[src/rtl/uart_tx_arb_pkg.sv]
// Shared definitions for the uart_tx arbiter slice.
//   - baud_sel codes understood by uart_tx (0 = 9600 .. 4 = 115200)
//   - arbiter state encoding
package uart_tx_arb_pkg;

  localparam logic [2:0] BAUD_9600   = 3'd0;
  localparam logic [2:0] BAUD_19200  = 3'd1;
  localparam logic [2:0] BAUD_38400  = 3'd2;
  localparam logic [2:0] BAUD_57600  = 3'd3;
  localparam logic [2:0] BAUD_115200 = 3'd4;

  typedef enum logic [1:0] {
    S_IDLE  = 2'd0,
    S_FETCH = 2'd1,
    S_REQ   = 2'd2,
    S_WAIT  = 2'd3
  } arb_state_t;

endpackage

[src/rtl/uart_rr_pick.sv]
// Combinational round-robin picker.
//   req : request vector, one bit per source
//   ptr : highest-priority index this round (must be < N)
//   idx : first requesting index at or after ptr, wrapping mod N
//   any : at least one request present
// Shared with the rx-side dispatcher, so kept free of arbiter state.
module uart_rr_pick #(
  parameter int unsigned N = 4,
  parameter int unsigned W = 2
) (
  input  logic [N-1:0] req,
  input  logic [W-1:0] ptr,
  output logic [W-1:0] idx,
  output logic         any
);

  // Outer loop walks priority order ptr, ptr+1, ...; inner loop maps the
  // wrapped position back to a constant index so no variable select is needed.
  always_comb begin
    idx = '0;
    any = 1'b0;
    for (int unsigned i = 0; i < N; i++) begin
      for (int unsigned j = 0; j < N; j++) begin
        if (!any && req[j] && ((32'(ptr) + i) % N) == j) begin
          any = 1'b1;
          idx = W'(j);
        end
      end
    end
  end

endmodule

[src/rtl/uart_tx_arb.sv]
// Packet-level round-robin arbiter sharing one uart_tx among N_SRC sources.
//   clk, rst_n      : 50MHz clock, asynchronous active-low reset
//   src_valid/data/last/ready : per-source byte streams (data is 8 bits each)
//   cfg_baud_sel    : requested baud code, sampled only while idle
//   baud_sel        : baud code to uart_tx, frozen for a whole packet
//   tx_data, tx_req : byte and frame-start request to uart_tx
//   tx_busy, tx_end : uart_tx status and end-of-frame pulse
//   gnt_vld, gnt_id : active packet grant and its source index
//   pkt_done        : 1-cycle pulse, packet finished normally
//   tmo_err         : 1-cycle pulse, packet aborted by inter-byte timeout
module uart_tx_arb
  import uart_tx_arb_pkg::*;
#(
  parameter int unsigned N_SRC   = 4,
  parameter int unsigned IDX_W   = 2,
  parameter int unsigned TMO_CYC = 50000
) (
  input  logic                 clk,
  input  logic                 rst_n,
  input  logic [N_SRC-1:0]     src_valid,
  input  logic [8*N_SRC-1:0]   src_data,
  input  logic [N_SRC-1:0]     src_last,
  output logic [N_SRC-1:0]     src_ready,
  input  logic [2:0]           cfg_baud_sel,
  output logic [2:0]           baud_sel,
  output logic [7:0]           tx_data,
  output logic                 tx_req,
  input  logic                 tx_busy,
  input  logic                 tx_end,
  output logic                 gnt_vld,
  output logic [IDX_W-1:0]     gnt_id,
  output logic                 pkt_done,
  output logic                 tmo_err
);

  localparam int unsigned      TMO_W    = (TMO_CYC > 1) ? $clog2(TMO_CYC) : 1;
  localparam logic [TMO_W-1:0] TMO_LAST = TMO_W'(TMO_CYC - 1);

  arb_state_t        state;
  logic [IDX_W-1:0]  rr_ptr;
  logic [TMO_W-1:0]  tmo;
  logic              last_r;

  logic [IDX_W-1:0]  pick_idx;
  logic              pick_any;
  logic [IDX_W-1:0]  nxt_ptr;
  logic              sel_valid;
  logic              sel_last;
  logic [7:0]        sel_data;

  uart_rr_pick #(
    .N (N_SRC),
    .W (IDX_W)
  ) u_pick (
    .req (src_valid),
    .ptr (rr_ptr),
    .idx (pick_idx),
    .any (pick_any)
  );

  // The served source drops to lowest priority next round.
  always_comb begin
    nxt_ptr = gnt_id + 1'b1;
    if (32'(gnt_id) + 1 >= N_SRC) nxt_ptr = '0;
  end

  // Granted-source mux and one-hot ready; other sources are never looked at.
  always_comb begin
    sel_valid = 1'b0;
    sel_last  = 1'b0;
    sel_data  = '0;
    src_ready = '0;
    for (int unsigned i = 0; i < N_SRC; i++) begin
      if (32'(gnt_id) == i) begin
        sel_valid = src_valid[i];
        sel_last  = src_last[i];
        sel_data  = src_data[8*i +: 8];
        if (state == S_FETCH) src_ready[i] = 1'b1;
      end
    end
  end

  always_ff @(posedge clk or negedge rst_n) begin
    if (!rst_n) begin
      state    <= S_IDLE;
      baud_sel <= BAUD_9600;
      tx_data  <= '0;
      tx_req   <= 1'b0;
      gnt_vld  <= 1'b0;
      gnt_id   <= '0;
      pkt_done <= 1'b0;
      tmo_err  <= 1'b0;
      rr_ptr   <= '0;
      tmo      <= '0;
      last_r   <= 1'b0;
    end else begin
      pkt_done <= 1'b0;
      tmo_err  <= 1'b0;
      case (state)
        S_IDLE: begin
          baud_sel <= cfg_baud_sel;
          tmo      <= '0;
          if (pick_any) begin
            gnt_id  <= pick_idx;
            gnt_vld <= 1'b1;
            state   <= S_FETCH;
          end
        end
        S_FETCH: begin
          if (sel_valid) begin
            tx_data <= sel_data;
            last_r  <= sel_last;
            tmo     <= '0;
            tx_req  <= 1'b1;
            state   <= S_REQ;
          end else if (tmo == TMO_LAST) begin
            tmo_err <= 1'b1;
            gnt_vld <= 1'b0;
            rr_ptr  <= nxt_ptr;
            tmo     <= '0;
            state   <= S_IDLE;
          end else begin
            tmo <= tmo + 1'b1;
          end
        end
        // tx_req stays up until busy is seen; uart_tx ignores the overlap cycle.
        S_REQ: begin
          if (tx_busy) begin
            tx_req <= 1'b0;
            state  <= S_WAIT;
          end
        end
        S_WAIT: begin
          if (tx_end) begin
            if (last_r) begin
              pkt_done <= 1'b1;
              gnt_vld  <= 1'b0;
              rr_ptr   <= nxt_ptr;
              state    <= S_IDLE;
            end else begin
              tmo   <= '0;
              state <= S_FETCH;
            end
          end
        end
        default: state <= S_IDLE;
      endcase
    end
  end

endmodule

[config.mk]
export PLATFORM = sky130hd
export DESIGN_NAME = uart_tx_arb
export DESIGN_NICKNAME = d
export VERILOG_FILES = /design/src/rtl/uart_tx_arb_pkg.sv /design/src/rtl/uart_rr_pick.sv /design/src/rtl/uart_tx_arb.sv
export SDC_FILE = /design/constraint.sdc
export NUM_CORES = 1
export LEC_CHECK = 0
export CORE_MARGIN = 1.5
export CORE_UTILIZATION = 47
export CTS_CLUSTER_SIZE = 20
export DETAILED_ROUTE_END_ITERATION = 8
export PLACE_DENSITY = 0.8
export SLEW_MARGIN = 20
export SYNTH_ARGS = -nofsm -noshare
export SYNTH_HDL_FRONTEND = slang
export SYNTH_SLANG_ARGS = --single-unit
[constraint.sdc]
create_clock -name clk -period 2.75 [get_ports clk]
set_clock_uncertainty 0.15 [all_clocks]
set_input_delay 0.55 -clock clk [delete_from_list [all_inputs] [get_ports clk]]
set_output_delay 0.55 -clock clk [all_outputs]
set_load 0.03 [all_outputs]
After elaboration in Yosys (flattened, before gate mapping)
Index checks and enable logic that the tools add are counted.

storage, ports and cells
  register bits after elaboration = 38
  bits of input ports = 47

cells by class
  $add $sub $neg = 6
  order comparisons = 1
  equal/unequal tests = 28
  muxes and demuxes = 81
  reduce and logical (&&, ||, !) cells = 62

operators with widths
  operator               count
  $logic_not 32->1       4
  $mux 16                4
  $mux 2                 24
  $pmux 16 s3            1
  $mux 1                 44
  $mux 8                 4
  $logic_and 1x1->1      31
  $eq 2x2->1 const B     12
  $add 16x1->16 const B  1
  $eq 16x16->1 const B   1
  $logic_not 1->1        15
  $ne 2x2->1 const B     7
  $eq 2x1->1 const B     6
  $pmux 2 s4             1
  $reduce_and 3->1       2
  $reduce_and 6->1       1
  $reduce_and 5->1       1
  $add 2x1->2 const B    2
  $add 2x2->2 const B    2
  $logic_not 2->1        2
  $pmux 2 s2             1
  $reduce_and 2->1       2
  $reduce_and 4->1       1
  $reduce_bool 2->1      2
  other kinds (7)        7

Depth between registers and ports, before layout
Gate-level depths: netlist of the first run.

  word-level depth = 65
  gate-level depth with buffers = 9
  mapped depth without buffers = 7

Cells and area by module
Synthesis of the first run repeated with hierarchy kept, for this count alone.

second synthesis, totals
  cells, all modules = 266
  area, all modules = 2341.0 um2

modules (own cells, without submodules)
  module        times used  cells each  area each (um2)
  uart_tx_arb   1           255         2272.2
  uart_rr_pick  1           11          68.8

Least setup slack after synthesis of the first run
Ideal clock, no wire load.

  kind = flip-flop to output port
  from = register gnt_id[0]
  to = output src_ready[2]
  arrival time = 1648 ps
  required time = 2050 ps
  slack = 402 ps
  stages on the path, launching flop included = 6
  path through = dfrtp_1 inv_1 ha_1 clkbuf_1 clkbuf_1 and2_1

between the ends
  cells in the longest elaborated chain, start to end = 2

RTL lines
  item                    line                RTL
  start, declared         uart_tx_arb.sv:31   output logic [IDX_W-1:0] gnt_id,
  start signal, assigned  uart_tx_arb.sv:104  gnt_id <= pick_idx;
  $eq 2x2->1              uart_tx_arb.sv:74   if (32'(gnt_id) == i) begin
  $mux 1                  uart_tx_arb.sv:74
  end, declared           uart_tx_arb.sv:23   output logic [N_SRC-1:0] src_ready,

Every way passes these cells.

Worst setup path in the final report of the first run
  from = register state[0]
  to = output src_ready[3]

between the ends
  cells in the longest elaborated chain, start to end = 3

RTL lines
  item                    line                RTL
  start, declared         uart_tx_arb.sv:39   arb_state_t state;
  start signal, assigned  uart_tx_arb.sv:85   state <= S_IDLE;
  start signal, assigned  uart_tx_arb.sv:106  state <= S_FETCH;
  start signal, assigned  uart_tx_arb.sv:115  state <= S_REQ;
  $eq 2x1->1              uart_tx_arb.sv:78   if (state == S_FETCH) src_ready[i] = 1'b1;
  $mux 1                  uart_tx_arb.sv:78
  $mux 1                  uart_tx_arb.sv:74

Every way passes these cells.

==> results.md, run 1 <==
- The effective utilization at floorplan is 0.4845.
- Setup repair after global routing left no endpoint under its margin.
- The detail route stage leaves a number of antenna-violating nets equal to 0.
- The mean post-synth cell area is 9.204 um2.
- The clock-pin slew on the worst setup and hold paths is approximately 0.090 ns.
- The data required time of the critical path is around 2 ns.
- The count of final setup violators is 0.
- The clock insertion delay at the later pin of the skew report is 0.30 ns.
- The critical path crosses 3 cells after its start point.
- For this run, the total global-route usage over all layers was measured as 0.2290.
- Counting distinct cell types in the post-synthesis netlist gives 56.
- The die is 72.55 um tall.
- Sorting the synthesized cells by how often they occur yields sky130_fd_sc_hd__dfrtp_1, sky130_fd_sc_hd__a21oi_1, sky130_fd_sc_hd__nor2_1, sky130_fd_sc_hd__nand2_1, sky130_fd_sc_hd__nor3_1.
- Measured along the x axis, the die boundary spans 72.55 um.
- The count of yosys warnings during synthesis is 0.
- The full die area is 5264 um2.
- The largest individual stage delay along the critical path comes from the cell sky130_fd_sc_hd__clkdlybuf4s50_1.
- The synthesized design contains 0 enable-type register cells.
- The most congested layer reported by global routing is met2.
- The area of the mapped netlist is 2273 um2.
- The top flip-flop cell by instance count after synthesis is sky130_fd_sc_hd__dfrtp_1.
- Including well taps, the total number of placed cells is between 300 and 400.
- After detailed routing, the average wire length per cell comes to 15.58 um.
- The number of sinks on the clock net is 38.
- The critical path endpoint is src_ready[3].
- Relative to the synthesized area, the layout overhead comes to 37.26%.
- The worst vdd rail ir drop is approximately 0.5 mV.
- The post-detailed-route DRC marker count is 0.
- The number of gates resized after CTS was 0.
- Pin placement for this block handled 68 I/O pins.
- Along the worst path, the maximum fanout reaches 10.
- The TritonCTS buffer count is 5.
- The initial antenna violation count is 0.
- Yosys instantiated no cell more often than sky130_fd_sc_hd__dfrtp_1.
- The worst setup slack before clock tree synthesis is 0.2596 ns.
- The number of nets produced by synthesis is 299.
- The starting DRC count in detailed routing is 150.
- For this block, the routed nets add up to 5795 um of wire.
- The core outline area is ~4700 um2.
- The number of pins exceeding their max-slew limit in the final report is 0.
- The post-route worst hold slack is 0.1983 ns.
- For this run, global-route usage on met1 was measured as 0.3054.
- The H-tree depth is 2.
- The global-route wire length before repair is ~9200 um.
- Counting flops with an async set or reset pin after synthesis yields a share of 1.000.
- The total power consumption of the routed design is 3.112 mW.
- The number of fillers in the final layout is 375.
- The global routing usage on met3 is 0.06389.
- The post-route non-filler standard cell count is 372.
- The sequential cell area is 950.9 um2.
- In the final layout, the share of cells above drive strength 1 is 0.1006.
- The first-pass iteration count of the detailed router is 4.
- In this design, the largest share of critical-path delay is due to buffers and inverters.
- Summing all multi-input logic gate instances after layout gives 1221 um2.
- The launching element of the worst setup path is state[0].
- The flow ran to the end, and the final reports show no timing, DRC or antenna violations.
- For met2 alone, demand over resource in global routing was 0.3588.
- Port buffering added 67 buffers.
- The largest net degree at the start of global routing is 39.
- The number of diodes added for antenna fixing is 0.
- The kind of capture point of the worst setup path is a primary output.
- After synthesis, the cell types taking the most area are sky130_fd_sc_hd__dfrtp_1, sky130_fd_sc_hd__a21oi_1, sky130_fd_sc_hd__a221oi_1, sky130_fd_sc_hd__nor2_1, sky130_fd_sc_hd__nand2_1.
- After the last flow step, the layout net total stands at roughly 370.
- The number of hold-slack violations in the final timing report is 0.
- The capturing point of the worst reg2reg path is rr_ptr[1].
- The final route contains 2,131 vias.
- The final period demand of the worst path is 2.633 ns.
- The critical path data arrival time is approximately 1.9 ns.
- Of the post-synthesis cell area, the dominant cell type holds 0.4183.
- The share of the clock period used by the worst path after layout is 0.9575.
- Across the run, the number of max-cap violations was 0.
- The buffering stage count on the worst path with inverters included is 1.
- TritonCTS built the clock tree.
- The number of setup buffers added after CTS is 0.
- The cell type with the highest aggregate area in the netlist is sky130_fd_sc_hd__dfrtp_1.
- Traced cell by cell, the critical path runs through and2b_1 > and2_1 > clkdlybuf4s50_1.
- The final-layout setup total negative slack is 0 ns.
- The aggregate global routing overflow is 0.
- The routed via count divided by cell count is 5.728.
- The root buffer cell chosen for the clock tree is sky130_fd_sc_hd__clkbuf_8.
- The global placement routability congestion is 0.8916.
- The measured slew at the worst slew-check pin is 0.8588 ns.
- Measured in cells, the most critical reg-to-reg path has a length of 8.
- The ratio of total power to cell area is 997.2 nW/um2.
- In this run, post-CTS hold repair placed 0 buffers.
- The sequential area share after synthesis is 0.4183.
- Headroom to the max-slew limit came out at 0.4275.
- Timing would allow up to about 380 MHz.
- The register bit total from synthesis is 38.
- The number of placement rows is 25.
- For flop-to-flop paths, the worst setup slack is 0.38 ns.
- The buffer levels on the longest clock path is 2.
- Summed over all cells, the static leakage comes to approximately 1.2 nW.
- The largest incremental delay on the critical path is 0.66 ns.
- The post-layout worst setup margin is around 0.12 ns.
- The critical path class is reg2out.
- The startpoint of the lowest-slack register-to-register path is gnt_id[1].
- The type of the tightest min-delay check is in2async.
- Once detailed placement completed, the half-perimeter wirelength came to approximately 4200 um.
- The via count of the first global-routing pass is 1,914.
- The worst setup path is launched from a flip-flop.
- Counting every instance in the synthesized netlist gives 247.
cells by family (layout without fill, tap and decap cells):
group / Yosys count / after routing / synth area share
AND/OR/NAND/NOR: 96 / 96 / 0.2334
AO/OA/AOI/OAI: 73 / 73 / 0.2157
flip-flops: 38 / 38 / 0.4183
buffers and inverters: 21 / 92 / 0.04458
XOR/XNOR: 7 / 7 / 0.02697
multiplexers: 7 / 7 / 0.03357
adder cells (fa/ha/maj): 5 / 5 / 0.02752
worst reg2reg max path, delay by kind of cell (launching register included):
| family | cells | cell delay (ns) |
|---|---|---|
| adders and majority gates | 1 | 0.20 |
| and+or+nand+nor | 1 | 0.29 |
| buffers and inverters | 2 | 0.28 |
| DFF | 1 | 0.41 |
| AOI/OAI and AO/OA | 3 | 0.58 |
| muxes | 1 | 0.35 |
per-layer routing:
layer  up-vias  wire length, um  share of wire
li1       1043                -              -
met1      1011             2548           0.44
met2        70             2681           0.46
met3         7              474          0.082
met4         0               89          0.015
met5         -                0              0
state kept, by name (all words and copies together) (netlist names), named ones only:
name / count
baud_sel: 3
gnt_id: 2
gnt_vld: 1
last_r: 1
pkt_done: 1
rr_ptr: 2
state: 1
tmo: 16
tmo_err: 1
tx_data: 8
tx_req: 1
per-stage QoR:
step             util  cell area [um2]
2_1_floorplan       -             2273
4_1_cts        0.6651             3120
5_1_grt        0.6651             3120
6_report       0.6651             3120
3_3_place_gp   0.6408             3007
3_5_place_dp   0.6408             3007
layout make-up:
| class | instances | share of cell area |
|---|---|---|
| Clock buffer | 5 | 0.02205 |
| Clock inverter | 3 | 0.01443 |
| Inverter | 7 | 0.008420 |
| Multi-Input combinational cell | 188 | 0.3913 |
| Sequential cell | 38 | 0.3047 |
| Tap cell | 54 | 0.02165 |
| Timing Repair Buffer | 77 | 0.2374 |
worst min-delay path by stage:
stage / slack (ns) / endpoint / cells after the start / startpoint
final: 0.20 / gnt_id[1] / 1 / rst_n
after global routing: 0.28 / gnt_id[1] / 1 / rst_n
after CTS: 0.23 / gnt_id[1] / 1 / rst_n
after detailed placement: 0.32 / gnt_vld / 1 / gnt_vld
after global placement: 0.33 / gnt_vld / 1 / gnt_vld
after floorplan: 0.10 / asynchronous set/reset pin / 0 / rst_n
power by group:
| part | total (mW) | switching [mW] | internal, mW |
|---|---|---|---|
| Combinational | 1.76 | 0.996 | 0.761 |
| Clock | 0.484 | 0.214 | 0.270 |
| Sequential | 0.871 | 0.143 | 0.728 |
| Total | 3.11 | 1.35 | 1.76 |
placed cells by master (no fill, tap or decap), types with 5 or more instances in the layout:
cell and n:
sky130_fd_sc_hd__a21oi_1 28, sky130_fd_sc_hd__a221oi_1 9, sky130_fd_sc_hd__and2_1 6, sky130_fd_sc_hd__buf_4 10
sky130_fd_sc_hd__clkbuf_8 5, sky130_fd_sc_hd__clkdlybuf4s50_1 66, sky130_fd_sc_hd__dfrtp_1 38, sky130_fd_sc_hd__ha_1 5
sky130_fd_sc_hd__inv_1 7, sky130_fd_sc_hd__nand2_1 19, sky130_fd_sc_hd__nand3_1 7, sky130_fd_sc_hd__nand4_1 5
sky130_fd_sc_hd__nor2_1 21, sky130_fd_sc_hd__nor2b_1 9, sky130_fd_sc_hd__nor3_1 10, sky130_fd_sc_hd__o21ai_0 5
sky130_fd_sc_hd__o21ai_1 8
Power figures use the tool's default switching activity.
==> inputs of run 2 (changes only) <==
--- a/config.mk
+++ b/config.mk
@@ -7,6 +7,7 @@
 export LEC_CHECK = 0
 export CORE_MARGIN = 1.5
 export CORE_UTILIZATION = 47
+export CTS_CLUSTER_DIAMETER = 40
 export CTS_CLUSTER_SIZE = 20
 export DETAILED_ROUTE_END_ITERATION = 8
 export PLACE_DENSITY = 0.8
==> results of run 2 <==
The final DEF is identical to that of run 1; final timing and power are the same.
==> inputs of run 3 (changes only) <==
--- a/config.mk
+++ b/config.mk
@@ -5,12 +5,14 @@
 export SDC_FILE = /design/constraint.sdc
 export NUM_CORES = 1
 export LEC_CHECK = 0
+export ABC_AREA = 1
 export CORE_MARGIN = 1.5
-export CORE_UTILIZATION = 47
+export CORE_UTILIZATION = 60
 export CTS_CLUSTER_DIAMETER = 40
 export CTS_CLUSTER_SIZE = 20
 export DETAILED_ROUTE_END_ITERATION = 8
-export PLACE_DENSITY = 0.8
+export DONT_BUFFER_PORTS = 1
+export PLACE_DENSITY = 0.76
 export SLEW_MARGIN = 20
 export SYNTH_ARGS = -nofsm -noshare
 export SYNTH_HDL_FRONTEND = slang
==> results.md, run 3 <==
- After synthesis, the cell types taking the most area are sky130_fd_sc_hd__dfrtp_1, sky130_fd_sc_hd__nand2_1, sky130_fd_sc_hd__o21ai_0, sky130_fd_sc_hd__inv_1, sky130_fd_sc_hd__nand3_1.
- The number of hold-slack violations in the final timing report is 0 (unchanged).
- The critical path goes through inv_1 > ha_2 > inv_1 > nand3_1 > nand3_1 > o211ai_1 > o21ai_0 > inv_1 > nor2_1 > inv_4 > nand4_1 > o31ai_1.
- The post-synthesis async set-or-reset flop share was 1.000 (unchanged).
- The routed length per instance came to 13.88 um (-11%).
- The register bit total from synthesis is 38 (unchanged).
- The critical path class is reg2reg.
- The H-tree depth was 2 (unchanged).
- The utilization after layout is 0.6959 (+0.03079).
- The multiplexer fraction of the synthesized cell area is 0 (-0.03357).
- The largest incremental delay on the critical path is 0.40 ns (-0.26 ns).
- The proportion of netlist area held by the largest area contributor was 0.3981 (-0.02016).
- The initial antenna violation count came to 0 (unchanged).
- The sequential group share of total power is 0.356 (+0.076).
- The number of placement rows came to 22 (-12%).
- The number of nets in the finished design came to 399 (+8.1%).
- The final instance area is 2605 um2 (-17%).
- The TritonCTS buffer count is 5 (unchanged).
- The clock-pin slew on the worst setup and hold paths is 0.07 ns (-0.02 ns).
- The data required time of the critical path is 2.79 ns (+0.74 ns).
- The buffer levels on the longest clock path is 2 (unchanged).
- The mean post-synth cell area came to 7.046 um2 (-23%).
- The post-detailed-route DRC marker count was 0 (unchanged).
- The top cell types in the final layout, fill and taps aside, are sky130_fd_sc_hd__nand2_1, sky130_fd_sc_hd__inv_1, sky130_fd_sc_hd__dfrtp_1, sky130_fd_sc_hd__nor2_1, sky130_fd_sc_hd__o21ai_0.
- The post-synthesis adder-cell area fraction is 0.02619 (-0.001326).
- The leakage dissipation was 1.248 nW (+0.65%).
- The number of sinks on the clock net is 38 (unchanged).
- The starting DRC count in detailed routing came to 154 (+2.7%).
- The floorplan die width was 66.10 um (-8.9%).
- The cell type with the highest aggregate area in the netlist is sky130_fd_sc_hd__dfrtp_1.
- The most common cell in the synthesized netlist is sky130_fd_sc_hd__nand2_1.
- The global-route total usage across every layer was 0.2583 (+0.02930).
- The ratio of total power to cell area is 1127 nW/um2 (+13%).
- The highest clock frequency the design can meet came to 402.0 MHz (+5.9%).
- By area, the combinational part of the netlist is dominated by simple AND/OR/NAND/NOR gates.
- The layout cell share with drive strength beyond 1 is 0.1006 (about the same).
- The top-level I/O count came to 68 (unchanged).
- The area of the mapped netlist was 2389 um2 (+5.1%).
- Setup repair after global routing left no endpoint under its margin.
- The number of flops mapped to enable cells by yosys was 0 (unchanged).
- The most used flip-flop cell after synthesis is sky130_fd_sc_hd__dfrtp_1.
- The count of final setup violators is 0 (unchanged).
- The proportion of power drawn by the clock network is 0.137 (-0.019).
- The via count of the first global-routing pass is 2,006 (+4.8%).
- The tightest min-delay check is of the in2reg type.
- The full die area was 4369 um2 (-17%).
- The combinational power share is 0.507 (-0.057).
- The critical path data arrival time came to 2.53 ns (+0.60 ns).
- The cell repeated most along the worst path is sky130_fd_sc_hd__inv_1.
- The parity-gate share of the synthesized area counting xor and xnor cells was 0.01100 (-0.01597).
- The switching component of the power is 1.508 mW (+11%).
- The worst vdd rail ir drop is 0.6063 mV (+21%).
- The total via count after detailed routing was 2,253 (+5.7%).
- The sequential area share after synthesis is 0.3981 (-0.02016).
- The largest net degree at the start of global routing came to 39 (unchanged).
- The final period demand of the worst path is 2.487 ns (-0.1457 ns).
- The number of pins exceeding their max-slew limit in the final report is 0 (unchanged).
- The share of the clock period used by the worst path after layout is 0.9045 (-0.05299).
- The aggregate global routing overflow is 0 (unchanged).
- The slack of the worst reg-to-reg path is 0.26 ns (-0.12 ns).
- STA classifies the critical path startpoint as a flip-flop.
- The clock insertion delay at the later pin of the skew report came to 0.30 ns (about the same).
- The post-synthesis compound-gate area fraction came to 0.1488 (-0.06697).
- The placed wire-length estimate after detailed placement was 4228 um (-0.50%).
- The first-pass iteration count of the detailed router is 4 (unchanged).
- The flow ran to the end, and the final reports show no timing, DRC or antenna violations.
- The largest registers in the layout are tmo: 16 flops, tx_data: 8 flops, baud_sel: 3 flops.
- The number of instances in the synthesized netlist was 339 (+37%).
- The post-synthesis share of cell area spent on and, or, nand and nor gates is 0.3316 (+0.09824).
- The global placement routability congestion is 0.8307 (-6.8%).
- The global-route wire length before repair is 8769 um (-4.7%).
- The count of cell types in the netlist is 33 (-41%).
- The routed via count divided by cell count came to 5.689 (-0.68%).
- The count of nets left with antenna violations after detail routing was 0 (unchanged).
- In the synthesized netlist, the cells that appear most often are sky130_fd_sc_hd__nand2_1, sky130_fd_sc_hd__inv_1, sky130_fd_sc_hd__dfrtp_1, sky130_fd_sc_hd__nor2_1, sky130_fd_sc_hd__o21ai_0.
- The worst slew slack as a fraction of its limit is 0.6584 (+0.2309).
- The top fanout value on the critical path is 19 (+9).
- The core outline area is 3744 um2 (-20%).
- The count of yosys warnings during synthesis came to 0 (unchanged).
- The root cell of the clock tree is sky130_fd_sc_hd__clkbuf_8.
- The CTS tree is done.
- The effective utilization at floorplan came to 0.6380 (+0.1535).
- The wire length reported by the detailed router was 5495 um (-5.2%).
- The library cell used most frequently in the layout, excluding fill and tap cells, is sky130_fd_sc_hd__nand2_1.
- The worst setup path is captured at a flip-flop.
- The area after detailed placement was 2472 um2 (-18%).
- The slowest cell on the critical path is sky130_fd_sc_hd__dfrtp_1.
- The switching share of power is 0.5136 (+0.07880).
- The overall die height was 66.10 um (-8.9%).
- The register with the most flip-flops is tmo.
- The number of nets produced by synthesis is 391 (+31%).
- The internal power was 1.428 mW (-19%).
- The measured slew at the worst slew-check pin came to 0.5105 ns (-0.3483 ns).
- The area growth from synthesis to layout is 9.062%.
- The number of flip-flops in the largest register is 16 (unchanged).
- The max-cap check violation count was 0 (unchanged).
- The post-route worst hold slack is 0.2171 ns (+0.01888 ns).
- The final-layout setup total negative slack was 0 ns (unchanged).
- The count of buffers inserted at the top-level ports is 0 (-100%).
- The number of diodes added for antenna fixing is 0 (unchanged).
-- run 3: cell count changes in the layout (fill, tap and decap cells not counted), moves of 15 or more --
| cell | change |
|---|---|
| sky130_fd_sc_hd__nand3_1 | +23 |
| sky130_fd_sc_hd__nor2_1 | +15 |
| sky130_fd_sc_hd__nand2_1 | +58 |
| sky130_fd_sc_hd__o21ai_0 | +27 |
| sky130_fd_sc_hd__clkdlybuf4s50_1 | -66 |
| sky130_fd_sc_hd__inv_1 | +33 |
-- run 3: stage by stage --
stage / instances / power, mW / worst slack, ns
2_1_floorplan: 339 / 2.172 / 0.4104
3_3_place_gp: 386 / 2.481 / 0.2600
3_5_place_dp: 386 / 2.523 / 0.06801
4_1_cts: 396 / 2.945 / 0.01196
5_1_grt: 396 / 3.181 / 0.04144
6_report: 396 / 2.936 / 0.2627
-- run 3: logic make-up after synthesis --
| group | count (synthesis) |
|---|---|
| XOR/XNOR | 3 |
| buffers and inverters | 53 |
| AO/OA/AOI/OAI | 64 |
| AND/OR/NAND/NOR | 176 |
| adder cells (fa/ha/maj) | 5 |
| flip-flops | 38 |
-- run 3: worst max-delay path, delay by kind of cell (launching register included) --
kind	cells	cell delay (ns)
adder cells (fa/ha/maj)	1	0.29
flip-flops	1	0.40
AND/OR/NAND/NOR	4	0.48
AO/OA/AOI/OAI	3	0.48
buffers and inverters	4	0.59
-- run 3: final cells by class --
| cell class | instances | area (um2) |
|---|---|---|
| fillers | 328 | 1139 |
| flip-flops and latches | 38 | 950.9 |
| clock buffers | 6 | 82.58 |
| inverters | 44 | 167.7 |
| multi-input cells | 248 | 1241 |
| repair buffers | 10 | 90.09 |
| clock inverters | 2 | 12.51 |
| well taps | 48 | 60.06 |
-- run 3: path summary, 6_finish.rpt --
kind	start	endpoint	depth (start not counted)
worst max-delay path	gnt_id[1]	rr_ptr[0]	12
worst min register to register	tmo[10]	tmo[10]	1
min in group asynchronous	rst_n	tmo[5]	2
max in group asynchronous	rst_n	tmo[15]	2
worst max register to register	gnt_id[1]	rr_ptr[0]	12
worst min-delay path	cfg_baud_sel[0]	baud_sel[0]	2
-- run 3: timing repair --
| item | in CTS | in global routing |
|---|---|---|
| gates resized for setup | 0 | 3 |
| endpoints found under the hold margin | 38 | 0 |
| buffers inserted | 0 | 0 |
| hold buffers | 2 | 0 |
| setup endpoints to repair | 0 | 4 |
-- run 3: power groups by stage --
stage / logic (mW) / registers [mW] / clock network (mW)
floorplan: 1.13 / 1.04 / 0
detailed placement: 1.47 / 1.05 / 0
global route: 1.68 / 1.07 / 0.431
global placement: 1.43 / 1.05 / 0
CTS: 1.49 / 1.04 / 0.408
finish: 1.49 / 1.05 / 0.403
-- run 3: layer usage --
metal,global-route usage,part of all wire
met5,0,0
met4,0.07143,0.0040
met3,0.07155,0.082
met2,0.4063,0.46
met1,0.3494,0.45
